## src/rtl/fft_seq_ctrl_if.sv

```systemverilog
// fft_seq_ctrl_if: handshake and address bundle between the FFT sequencer
// and its surroundings (sample source/sink, data RAM, twiddle ROM, butterfly).
//   start, in_valid, out_ready   : control inputs to the sequencer
//   busy, done                   : transform status
//   ld_we, ld_addr               : bit-reversed sample write port
//   bf_valid, bf_addr_a/b, bf_tw, bf_stage : butterfly issue
//   ul_re, ul_addr               : natural-order result read port
// master = environment side, slave = sequencer side.
interface fft_seq_ctrl_if #(
  parameter int LOG2N = 4
);
  localparam int SW = (LOG2N > 1) ? $clog2(LOG2N) : 1;

  logic             start;
  logic             in_valid;
  logic             out_ready;
  logic             busy;
  logic             done;
  logic             ld_we;
  logic [LOG2N-1:0] ld_addr;
  logic             bf_valid;
  logic [LOG2N-1:0] bf_addr_a;
  logic [LOG2N-1:0] bf_addr_b;
  logic [LOG2N-2:0] bf_tw;
  logic [SW-1:0]    bf_stage;
  logic             ul_re;
  logic [LOG2N-1:0] ul_addr;

  modport master (
    output start, in_valid, out_ready,
    input  busy, done, ld_we, ld_addr, bf_valid, bf_addr_a, bf_addr_b,
           bf_tw, bf_stage, ul_re, ul_addr
  );

  modport slave (
    input  start, in_valid, out_ready,
    output busy, done, ld_we, ld_addr, bf_valid, bf_addr_a, bf_addr_b,
           bf_tw, bf_stage, ul_re, ul_addr
  );
endinterface

```

## src/rtl/fft_seq_ctrl.sv

```systemverilog
// fft_seq_ctrl: sequencer for an in-place radix-2 DIT FFT of N = 2^LOG2N
// points held in a dual-port RAM. Loads samples in bit-reversed order,
// issues one butterfly per cycle per stage with a BF_LAT-cycle drain gap
// between stages, then reads results out in natural order.
// Ports:
//   CLK  : clock, rising edge
//   RST  : asynchronous active-high reset, abandons any transform
//   bus  : fft_seq_ctrl_if.slave (see interface header for signal roles)
//
// state  | meaning
// IDLE   | waiting for start; counters cleared
// LOAD   | accepting N samples, writing to bitrev(count)
// COMP   | issuing butterfly j of stage s, one per cycle
// DRAIN  | BF_LAT idle cycles letting the butterfly pipeline retire
// UNLOAD | presenting natural-order read addresses under out_ready
module fft_seq_ctrl #(
  parameter int LOG2N  = 4,
  parameter int BF_LAT = 2
) (
  input logic          CLK,
  input logic          RST,
  fft_seq_ctrl_if.slave bus
);
  localparam int SW = (LOG2N > 1) ? $clog2(LOG2N) : 1;
  localparam logic [LOG2N-1:0] ONE    = LOG2N'(1);
  localparam logic [LOG2N-1:0] LAST_N = '1;
  localparam logic [LOG2N-2:0] LAST_J = '1;
  localparam logic [SW-1:0]    LAST_S = SW'(LOG2N - 1);

  typedef enum logic [2:0] {IDLE, LOAD, COMP, DRAIN, UNLOAD} state_t;

  typedef struct packed {
    logic [LOG2N-1:0] a;
    logic [LOG2N-1:0] b;
    logic [LOG2N-2:0] tw;
  } bf_t;

  state_t           state;
  logic [LOG2N-1:0] ld_cnt;
  logic [LOG2N-2:0] bf_j;
  logic [3:0]       drn_tmr;
  logic             busy_q;
  logic             done_q;
  logic             bf_valid_q;
  logic [LOG2N-1:0] bf_a_q;
  logic [LOG2N-1:0] bf_b_q;
  logic [LOG2N-2:0] bf_tw_q;
  logic [SW-1:0]    bf_stage_q;
  logic             ul_re_q;
  logic [LOG2N-1:0] ul_addr_q;

  logic [SW-1:0]    nxt_s;
  logic [LOG2N-2:0] nxt_j;
  bf_t              nxt_bf;

  function automatic logic [LOG2N-1:0] bitrev(input logic [LOG2N-1:0] v);
    logic [LOG2N-1:0] r;
    for (int i = 0; i < LOG2N; i++) r[i] = v[LOG2N-1-i];
    return r;
  endfunction

  // Inserting a zero at bit s of j splits it into group (above) and
  // position (below): that is grp*2^(s+1) + pos without a multiplier.
  // The lower leg is the same address with bit s set.
  function automatic bf_t bf_calc(input logic [SW-1:0] s, input logic [LOG2N-2:0] j);
    logic [LOG2N-1:0] jj, span, mask, tw_full;
    logic [SW-1:0]    sh;
    bf_t              r;
    jj      = {1'b0, j};
    span    = ONE << s;
    mask    = span - ONE;
    sh      = LAST_S - s;
    tw_full = (jj & mask) << sh;
    r.a     = ((jj & ~mask) << 1) | (jj & mask);
    r.b     = r.a | span;
    r.tw    = tw_full[LOG2N-2:0];
    return r;
  endfunction

  // Butterfly to present in the next cycle; LOAD (and anything else)
  // falls through to stage 0, j 0.
  always_comb begin
    nxt_s = '0;
    nxt_j = '0;
    if (state == COMP && bf_j != LAST_J) begin
      nxt_s = bf_stage_q;
      nxt_j = bf_j + 1'b1;
    end else if (state == COMP || state == DRAIN) begin
      nxt_s = bf_stage_q + 1'b1;
      nxt_j = '0;
    end
    nxt_bf = bf_calc(nxt_s, nxt_j);
  end

  always_ff @(posedge CLK or posedge RST) begin
    if (RST) begin
      state      <= IDLE;
      ld_cnt     <= '0;
      bf_j       <= '0;
      drn_tmr    <= '0;
      busy_q     <= 1'b0;
      done_q     <= 1'b0;
      bf_valid_q <= 1'b0;
      bf_a_q     <= '0;
      bf_b_q     <= '0;
      bf_tw_q    <= '0;
      bf_stage_q <= '0;
      ul_re_q    <= 1'b0;
      ul_addr_q  <= '0;
    end else begin
      done_q <= 1'b0;
      case (state)
        IDLE: begin
          ld_cnt     <= '0;
          bf_j       <= '0;
          bf_stage_q <= '0;
          ul_addr_q  <= '0;
          if (bus.start) begin
            state  <= LOAD;
            busy_q <= 1'b1;
          end
        end
        LOAD: begin
          if (bus.in_valid) begin
            ld_cnt <= ld_cnt + 1'b1;
            if (ld_cnt == LAST_N) begin
              state      <= COMP;
              bf_valid_q <= 1'b1;
              bf_a_q     <= nxt_bf.a;
              bf_b_q     <= nxt_bf.b;
              bf_tw_q    <= nxt_bf.tw;
              bf_stage_q <= nxt_s;
              bf_j       <= nxt_j;
            end
          end
        end
        COMP: begin
          if (bf_j == LAST_J && BF_LAT != 0) begin
            state      <= DRAIN;
            bf_valid_q <= 1'b0;
            drn_tmr    <= 4'(BF_LAT - 1);
          end else if (bf_j == LAST_J && bf_stage_q == LAST_S) begin
            state      <= UNLOAD;
            bf_valid_q <= 1'b0;
            ul_re_q    <= 1'b1;
            ul_addr_q  <= '0;
          end else begin
            bf_a_q     <= nxt_bf.a;
            bf_b_q     <= nxt_bf.b;
            bf_tw_q    <= nxt_bf.tw;
            bf_stage_q <= nxt_s;
            bf_j       <= nxt_j;
          end
        end
        DRAIN: begin
          if (drn_tmr != 4'd0) begin
            drn_tmr <= drn_tmr - 1'b1;
          end else if (bf_stage_q == LAST_S) begin
            state     <= UNLOAD;
            ul_re_q   <= 1'b1;
            ul_addr_q <= '0;
          end else begin
            state      <= COMP;
            bf_valid_q <= 1'b1;
            bf_a_q     <= nxt_bf.a;
            bf_b_q     <= nxt_bf.b;
            bf_tw_q    <= nxt_bf.tw;
            bf_stage_q <= nxt_s;
            bf_j       <= nxt_j;
          end
        end
        UNLOAD: begin
          if (bus.out_ready) begin
            if (ul_addr_q == LAST_N) begin
              state     <= IDLE;
              ul_re_q   <= 1'b0;
              ul_addr_q <= '0;
              busy_q    <= 1'b0;
              done_q    <= 1'b1;
            end else begin
              ul_addr_q <= ul_addr_q + 1'b1;
            end
          end
        end
        default: state <= IDLE;
      endcase
    end
  end

  assign bus.ld_we     = bus.in_valid & (state == LOAD);
  assign bus.ld_addr   = bitrev(ld_cnt);
  assign bus.busy      = busy_q;
  assign bus.done      = done_q;
  assign bus.bf_valid  = bf_valid_q;
  assign bus.bf_addr_a = bf_a_q;
  assign bus.bf_addr_b = bf_b_q;
  assign bus.bf_tw     = bf_tw_q;
  assign bus.bf_stage  = bf_stage_q;
  assign bus.ul_re     = ul_re_q;
  assign bus.ul_addr   = ul_addr_q;
endmodule

```

## src/flat_wrapper.sv

```systemverilog
// flat-port wrapper written by rule: the top's interface ports become plain ports
module fft_seq_ctrl_flat 
#(
  parameter int LOG2N  = 4,
  parameter int BF_LAT = 2
)
  (CLK, RST, bus_start, bus_in_valid, bus_out_ready, bus_busy, bus_done, bus_ld_we, bus_ld_addr, bus_bf_valid, bus_bf_addr_a, bus_bf_addr_b, bus_bf_tw, bus_bf_stage, bus_ul_re, bus_ul_addr);
  fft_seq_ctrl_if #(.LOG2N(LOG2N)) bus_i ();
  input logic CLK;
  input logic RST;
  input wire logic [$bits(bus_i.start)-1:0] bus_start;
  input wire logic [$bits(bus_i.in_valid)-1:0] bus_in_valid;
  input wire logic [$bits(bus_i.out_ready)-1:0] bus_out_ready;
  output wire logic [$bits(bus_i.busy)-1:0] bus_busy;
  output wire logic [$bits(bus_i.done)-1:0] bus_done;
  output wire logic [$bits(bus_i.ld_we)-1:0] bus_ld_we;
  output wire logic [$bits(bus_i.ld_addr)-1:0] bus_ld_addr;
  output wire logic [$bits(bus_i.bf_valid)-1:0] bus_bf_valid;
  output wire logic [$bits(bus_i.bf_addr_a)-1:0] bus_bf_addr_a;
  output wire logic [$bits(bus_i.bf_addr_b)-1:0] bus_bf_addr_b;
  output wire logic [$bits(bus_i.bf_tw)-1:0] bus_bf_tw;
  output wire logic [$bits(bus_i.bf_stage)-1:0] bus_bf_stage;
  output wire logic [$bits(bus_i.ul_re)-1:0] bus_ul_re;
  output wire logic [$bits(bus_i.ul_addr)-1:0] bus_ul_addr;
  assign bus_i.start = bus_start;
  assign bus_i.in_valid = bus_in_valid;
  assign bus_i.out_ready = bus_out_ready;
  assign bus_busy = bus_i.busy;
  assign bus_done = bus_i.done;
  assign bus_ld_we = bus_i.ld_we;
  assign bus_ld_addr = bus_i.ld_addr;
  assign bus_bf_valid = bus_i.bf_valid;
  assign bus_bf_addr_a = bus_i.bf_addr_a;
  assign bus_bf_addr_b = bus_i.bf_addr_b;
  assign bus_bf_tw = bus_i.bf_tw;
  assign bus_bf_stage = bus_i.bf_stage;
  assign bus_ul_re = bus_i.ul_re;
  assign bus_ul_addr = bus_i.ul_addr;
  fft_seq_ctrl #(.LOG2N(LOG2N), .BF_LAT(BF_LAT)) u_core (.CLK(CLK), .RST(RST), .bus(bus_i));
endmodule
```

## config.mk

```make
export PLATFORM = sky130hd
export DESIGN_NAME = fft_seq_ctrl_flat
export DESIGN_NICKNAME = d
export VERILOG_FILES = /design/src/rtl/fft_seq_ctrl_if.sv /design/src/rtl/fft_seq_ctrl.sv /design/src/flat_wrapper.sv
export SDC_FILE = /design/constraint.sdc
export NUM_CORES = 1
export LEC_CHECK = 0
export ABC_AREA = 1
export CORE_MARGIN = 2
export CORE_UTILIZATION = 45
export CTS_CLUSTER_DIAMETER = 30
export DETAILED_ROUTE_END_ITERATION = 8
export PLACE_DENSITY_LB_ADDON = 0.1
export SYNTH_ARGS = -nofsm -noshare
export SYNTH_HDL_FRONTEND = slang
export SYNTH_SLANG_ARGS = --single-unit
```

## constraint.sdc

```tcl
create_clock -name CLK -period 2 [get_ports CLK]
set_clock_uncertainty 0.2 [all_clocks]
set_input_delay 0.4 -clock CLK [delete_from_list [all_inputs] [get_ports CLK]]
set_output_delay 0.4 -clock CLK [all_outputs]
set_load 0.01 [all_outputs]
```

Yosys cells after proc, flatten, opt, wreduce, memory -nomap -nowiden
Index checks and enable logic that the tools add are counted.

storage, ports and cells
  bits in registers = 35
  input port bits = 5
  output and inout bits = 26
  logic and storage cells = 151

cells by class
  add/subtract/negate cells = 7
  equal/unequal tests = 23
  shift-type cells = 2
  muxes and demuxes = 79
  bitwise gates (word level) = 6
  reductions and logical operators = 21

operator list
  cell                 number
  $mux 4               21
  $mux 3               22
  $reduce_and 7->1     4
  $pmux 4 s3           2
  $ne 2x2->1 const B   11
  $mux 1               16
  $mux 2               8
  $pmux 4 s2           2
  $pmux 4 s4           1
  $pmux 3 s5           1
  $pmux 3 s4           1
  $reduce_and 6->1     2
  $reduce_bool 4->1    3
  $pmux 3 s3           1
  $add 4x1->4 const B  2
  $eq 4x4->1 const B   2
  $or 4x4->4           2
  $pmux 2 s4           1
  $sub 4x1->4 const B  2
  $eq 3x2->1 const B   2
  $eq 3x3->1 const B   2
  $ne 3x3->1 const B   2
  $pmux 1 s3           2
  $reduce_bool 2->1    3
  other kinds (20)     23

Depth between registers and ports, before layout
  depth after elaboration = 13
  depth in mapped cells = 11
  mapped depth without buffers = 11

Worst setup path before layout
Ideal clock, no wire load.

  kind = flip-flop to flip-flop
  from = register u_core.bf_j[0]
  to = register u_core.bf_tw_q[2] (netlist: u_core.bus.bf_tw[2])
  setup time = 0.125 ns
  arrival = 1.541 ns
  data required time = 1.675 ns
  slack = 0.134 ns
  cell stages (with the launch flop) = 11
  path buffers = 0
  clock period less this slack = 1.866 ns
  cell sequence = dfrtp_1 ha_1 ha_1 inv_1 nand3_4 nand2_1 nand2_2 nand2_1 nor2_1 nor2_1 nand3_1

on the way
  longest elaborated chain between the ends = 10
  elaborated cells between the ends (all ways) = 22
  classes of those cells = add/sub: 3; eq/ne: 4; shift: 2; mux: 9; bitwise: 1; reduce/logical: 3

RTL lines
  item                       line                                                           text
  from (decl)                fft_seq_ctrl.sv:40                                             logic [LOG2N-2:0] bf_j;
  from (signal assigned)     fft_seq_ctrl.sv:133                                            bf_j <= nxt_j;
  from (signal assigned)     fft_seq_ctrl.sv:152                                            bf_j <= nxt_j;
  from (signal assigned)     fft_seq_ctrl.sv:169                                            bf_j <= nxt_j;
  $ne 3x3->1                 fft_seq_ctrl.sv:85                                             if (state == COMP && bf_j != LAST_J) begin
  $logic_and 1x1->1          fft_seq_ctrl.sv:85
  $mux 2                     fft_seq_ctrl.sv:85
  $shl 1x2->4                fft_seq_ctrl.sv:70                                             span = ONE << s;
  $sub 4x1->4                fft_seq_ctrl.sv:71                                             mask = span - ONE;
  $and 3x4->4                fft_seq_ctrl.sv:73                                             tw_full = (jj & mask) << sh;
  $shl 4x2->3                fft_seq_ctrl.sv:73
  $mux 3 (on tied branches)  fft_seq_ctrl.sv:158, fft_seq_ctrl.sv:126, fft_seq_ctrl.sv:142
  $mux 3 (on tied branches)  fft_seq_ctrl.sv:156, fft_seq_ctrl.sv:124, fft_seq_ctrl.sv:138
  $pmux 3 s3                 fft_seq_ctrl.sv:112                                            case (state)
  to (signal assigned)       fft_seq_ctrl.sv:131                                            bf_tw_q <= nxt_bf.tw;
  to (signal assigned)       fft_seq_ctrl.sv:150                                            bf_tw_q <= nxt_bf.tw;
  to (signal assigned)       fft_seq_ctrl.sv:167                                            bf_tw_q <= nxt_bf.tw;
  to (decl)                  fft_seq_ctrl.sv:47                                             logic [LOG2N-2:0] bf_tw_q;

Parallel ways exist; a longest one is shown, timed or not. The select of a mux whose other input is x is not followed.
A chain may end at the register's enable or synchronous reset.

Worst setup path in the final report
  from = register u_core.bf_stage_q[1] (netlist: u_core.bus.bf_stage[1])
  to = output port bus_bf_stage[1]

RTL lines
  item                    line                 text
  from (decl)             fft_seq_ctrl.sv:48   logic [SW-1:0] bf_stage_q;
  from (signal assigned)  fft_seq_ctrl.sv:132  bf_stage_q <= nxt_s;
  from (signal assigned)  fft_seq_ctrl.sv:151  bf_stage_q <= nxt_s;
  from (signal assigned)  fft_seq_ctrl.sv:168  bf_stage_q <= nxt_s;
  to (decl)               flat_wrapper.sv:22   output wire logic [$bits(bus_i.bf_stage)-1:0] bus_bf_stage;

No word-level cell between the ends.

==> results.md <==
- Crit Path Class: reg -> out
- Top_reg_cell synth: dfrtp_1
- DRT antenna net count: 0
- Asr flop ratio synth: 100.0%
- Sequential area share after synthesis: 44.67%
- Die extent in y: between 70 and 80 µm
- Max-slew violations: 0
- Sequential Power Share: 28.9%
- ANT cells: 0
- RSZ-0062 raised after global routing: true
- Reg-to-reg setup timing slack: 0.11 ns
- Num ports: 31
- Tot Pwr: between 0.003 and 0.004 W
- Worst vdd ir: roughly 670 µV
- NetSw: 0.001592 W
- Maximum clock rate: ~520 MHz
- Gpl congestion: 0.7984
- CP max stage delay: 0.53 ns
- CTS Sinks: 35
- Kind of end point of the critical path: output pin
- Share of cells above drive strength 1: a little under a quarter
- Reg2reg end: u_core.bus.bf_tw[2]
- FP Rows: 24
- Initial DRC Count: 45
- Residual DRC: 0
- TNS Setup: 0 ns
- WP data required: around 1.4 ns
- #FFs+latches synth: 35
- CTS Hold Bufs: 0
- CORE AREA: ~4300 µm²
- Synth area leader: dfrtp_1
- Die X: 70.01 µm
- Final wirelength: about 4.2 mm
- H-tree Lvls: 2
- Area Overhead vs Synth: 31.91%
- Hold Path Class: reg -> reg
- Relative slew slack: 69.99%
- Status: finished clean
- Final period utilization: 96.33%
- TritonCTS clock tree: done
- Setup violations, final: 0
- Clock latency on the worst-skew pair: 0.29 ns
- R2R depth: 10
- Clock transition at path regs: 0.07 ns
- Leakage Power: 1.289 nW
- Vias/cell: between 4 and 5
- Setup crit end: bus_bf_stage[1]
- Count leader, synth: nand2_1
- Die area: roughly 4900 µm²
- Fin util: 60.65%
- Root buf cell: clkbuf_8
- GRT Total Usage: 18.16%
- Detailed Routing Iterations Pass 1: 4
- NumNets Final: approximately 320
- Fin Hold WS: 0.2819 ns
- Min Clock Period, post-route: 1.927 ns
- Via count of the routed design: approximately 1700
- Number of synthesized flops with an enable pin: 0
- Slowest CP cell: clkdlybuf4s50_1
- Synth area leaders: dfrtp_1 (45%), nand2_1 (12%), inv_1 (5.9%)
- MaxCap Viol Count: 0
- Sw Share: 44.77%
- Detailed Place HPWL: between 3 and 4 mm
- CP startpoint: u_core.bus.bf_stage[1]
- TritonCTS Buffers: 5
- Largest net degree at the start of global routing: 36
- Fin. Hold Viols: 0
- Synth top area share: 44.67%
- DR WL/cell: 11.75 µm
- Syn Inst Count: 250
- First-pass GRT wire length: 7.162 mm
- Yosys cell types: 25
- Synth cell count leaders: nand2_1 (63), dfrtp_1 (35), inv_1 (31)
- CP arrival: 1.33 ns
- Worst r2r src: u_core.bf_j[0]
- Synthesized cell area: approximately 2000 µm²
- Syn nets: 262
- Crit path launch type: flop
- Initial Utilization: 45.98%
- Worst-case clock buffer depth: 2
- Synth warnings: 0
- Port Buffer Count: 30
- Worst slew pin tran: 0.4501 ns
- Antenna violations before repair: 0
- Power Density: about 1400 nW/µm²
- P_int: approximately 0.002 W
- Critical-path cell list: buf_4 > clkdlybuf4s50_1
- Worst Path Max Fanout: 5
- Mapped Avg Cell Area: 7.843 µm²
- Filler cell count: between 400 and 500
- Grt total ovfl: 0
- Power share of the clock group: 13.9%
- Power share of the combinational group: 57.2%
- Vias in the first global route: 1583
==> area by class of cell <==
type,instances,area (µm²),share of cell area (%)
clock inverters,3,15.01,0.5806
flip-flops and latches,35,875.8,33.87
inverters,36,135.1,5.225
well taps,52,65.06,2.516
multi-input cells,178,996.0,38.51
clock buffers,5,68.82,2.661
repair buffers,48,430.4,16.64
==> layout by cell type, fill, tap and decap left out, drive strengths merged, types with 2 or more instances in the layout <==
master          n
buf            18
nand2          71
a21oi           4
nor2           39
clkdlybuf4s50  29
nand3          24
o22ai           4
dfrtp          35
nand4           5
clkbuf          6
clkinv          3
o21ai          17
ha              7
inv            36
or2             2
nor3            3
==> through the flow <==
stage | std cells | worst slack (ns) | cell area (µm²)
6_report | 357 | 0.07331 | 2586
5_1_grt | 357 | -0.01170 | 2586
4_1_cts | 352 | 0.01208 | 2495
3_5_place_dp | 344 | -0.1896 | 2412
3_3_place_gp | 344 | -0.1668 | 2412
2_1_floorplan | 250 | 0.1336 | 1961
==> worst min path at each step <==
stage	startpoint	end	slack [ns]	cells past startpoint
finish	u_core.bf_j[1]	u_core.bf_j[1]	0.28	2
floorplan	u_core.drn_tmr[0]	u_core.drn_tmr[0]	0.24	1
detailed placement	u_core.bus.bf_addr_a[2]	u_core.bus.bf_addr_a[2]	0.27	2
CTS	u_core.drn_tmr[0]	u_core.drn_tmr[0]	0.28	1
global route	u_core.bf_j[2]	u_core.bf_j[2]	0.30	2
global placement	u_core.drn_tmr[0]	u_core.drn_tmr[0]	0.26	1
==> kinds of logic after synthesis <==
| kind of cell | Yosys count | synth area share (%) |
|---|---|---|
| flops | 35 | 44.67 |
| compound gates | 26 | 7.531 |
| xor+xnor | 1 | 0.4468 |
| fa+ha+maj | 7 | 4.467 |
| buf+inv | 37 | 7.466 |
| simple gates | 144 | 35.42 |
==> worst max-delay path: cells and delay by family, from the launching register on <==
kind     cells  cell delay, ns
flops        1            0.36
buf+inv      2            0.67
==> power by group through the flow <==
| stage | clock network (W) | logic (W) | registers (W) |
|---|---|---|---|
| after floorplan | 0 | 0.00118 | 0.00111 |
| after global placement | 0 | 0.00183 | 0.00104 |
| after detailed placement | 0 | 0.00185 | 0.00104 |
| after CTS | 0.000518 | 0.00186 | 0.00103 |
| after global routing | 0.000542 | 0.00229 | 0.00105 |
| final | 0.000496 | 0.00203 | 0.00103 |
==> routing by layer <==
metal	routed length, µm	track usage [%]
met1	2016	24.51
met2	2017	28.57
met3	99	3.896
met4	61	7.051
met5	0	0
==> repair_timing <==
action | in CTS | in global routing
pin swaps | 0 | 4
setup buffers | 0 | 5
endpoints found under the hold margin | 0 | 0
endpoints found under the setup margin | 1 | 18
gates resized for setup | 1 | 22
==> sequential cells by signal, indices dropped and copies added, names as in the netlist <==
name,count
u_core.bf_j,3
u_core.bus.bf_addr_a,4
u_core.bus.bf_addr_b,4
u_core.bus.bf_stage,2
u_core.bus.bf_tw,3
u_core.bus.bf_valid,1
u_core.bus.busy,1
u_core.bus.done,1
u_core.bus.ul_addr,4
u_core.bus.ul_re,1
u_core.drn_tmr,4
u_core.ld_cnt,4
u_core.state,3
(Power assumes the default switching activity.)
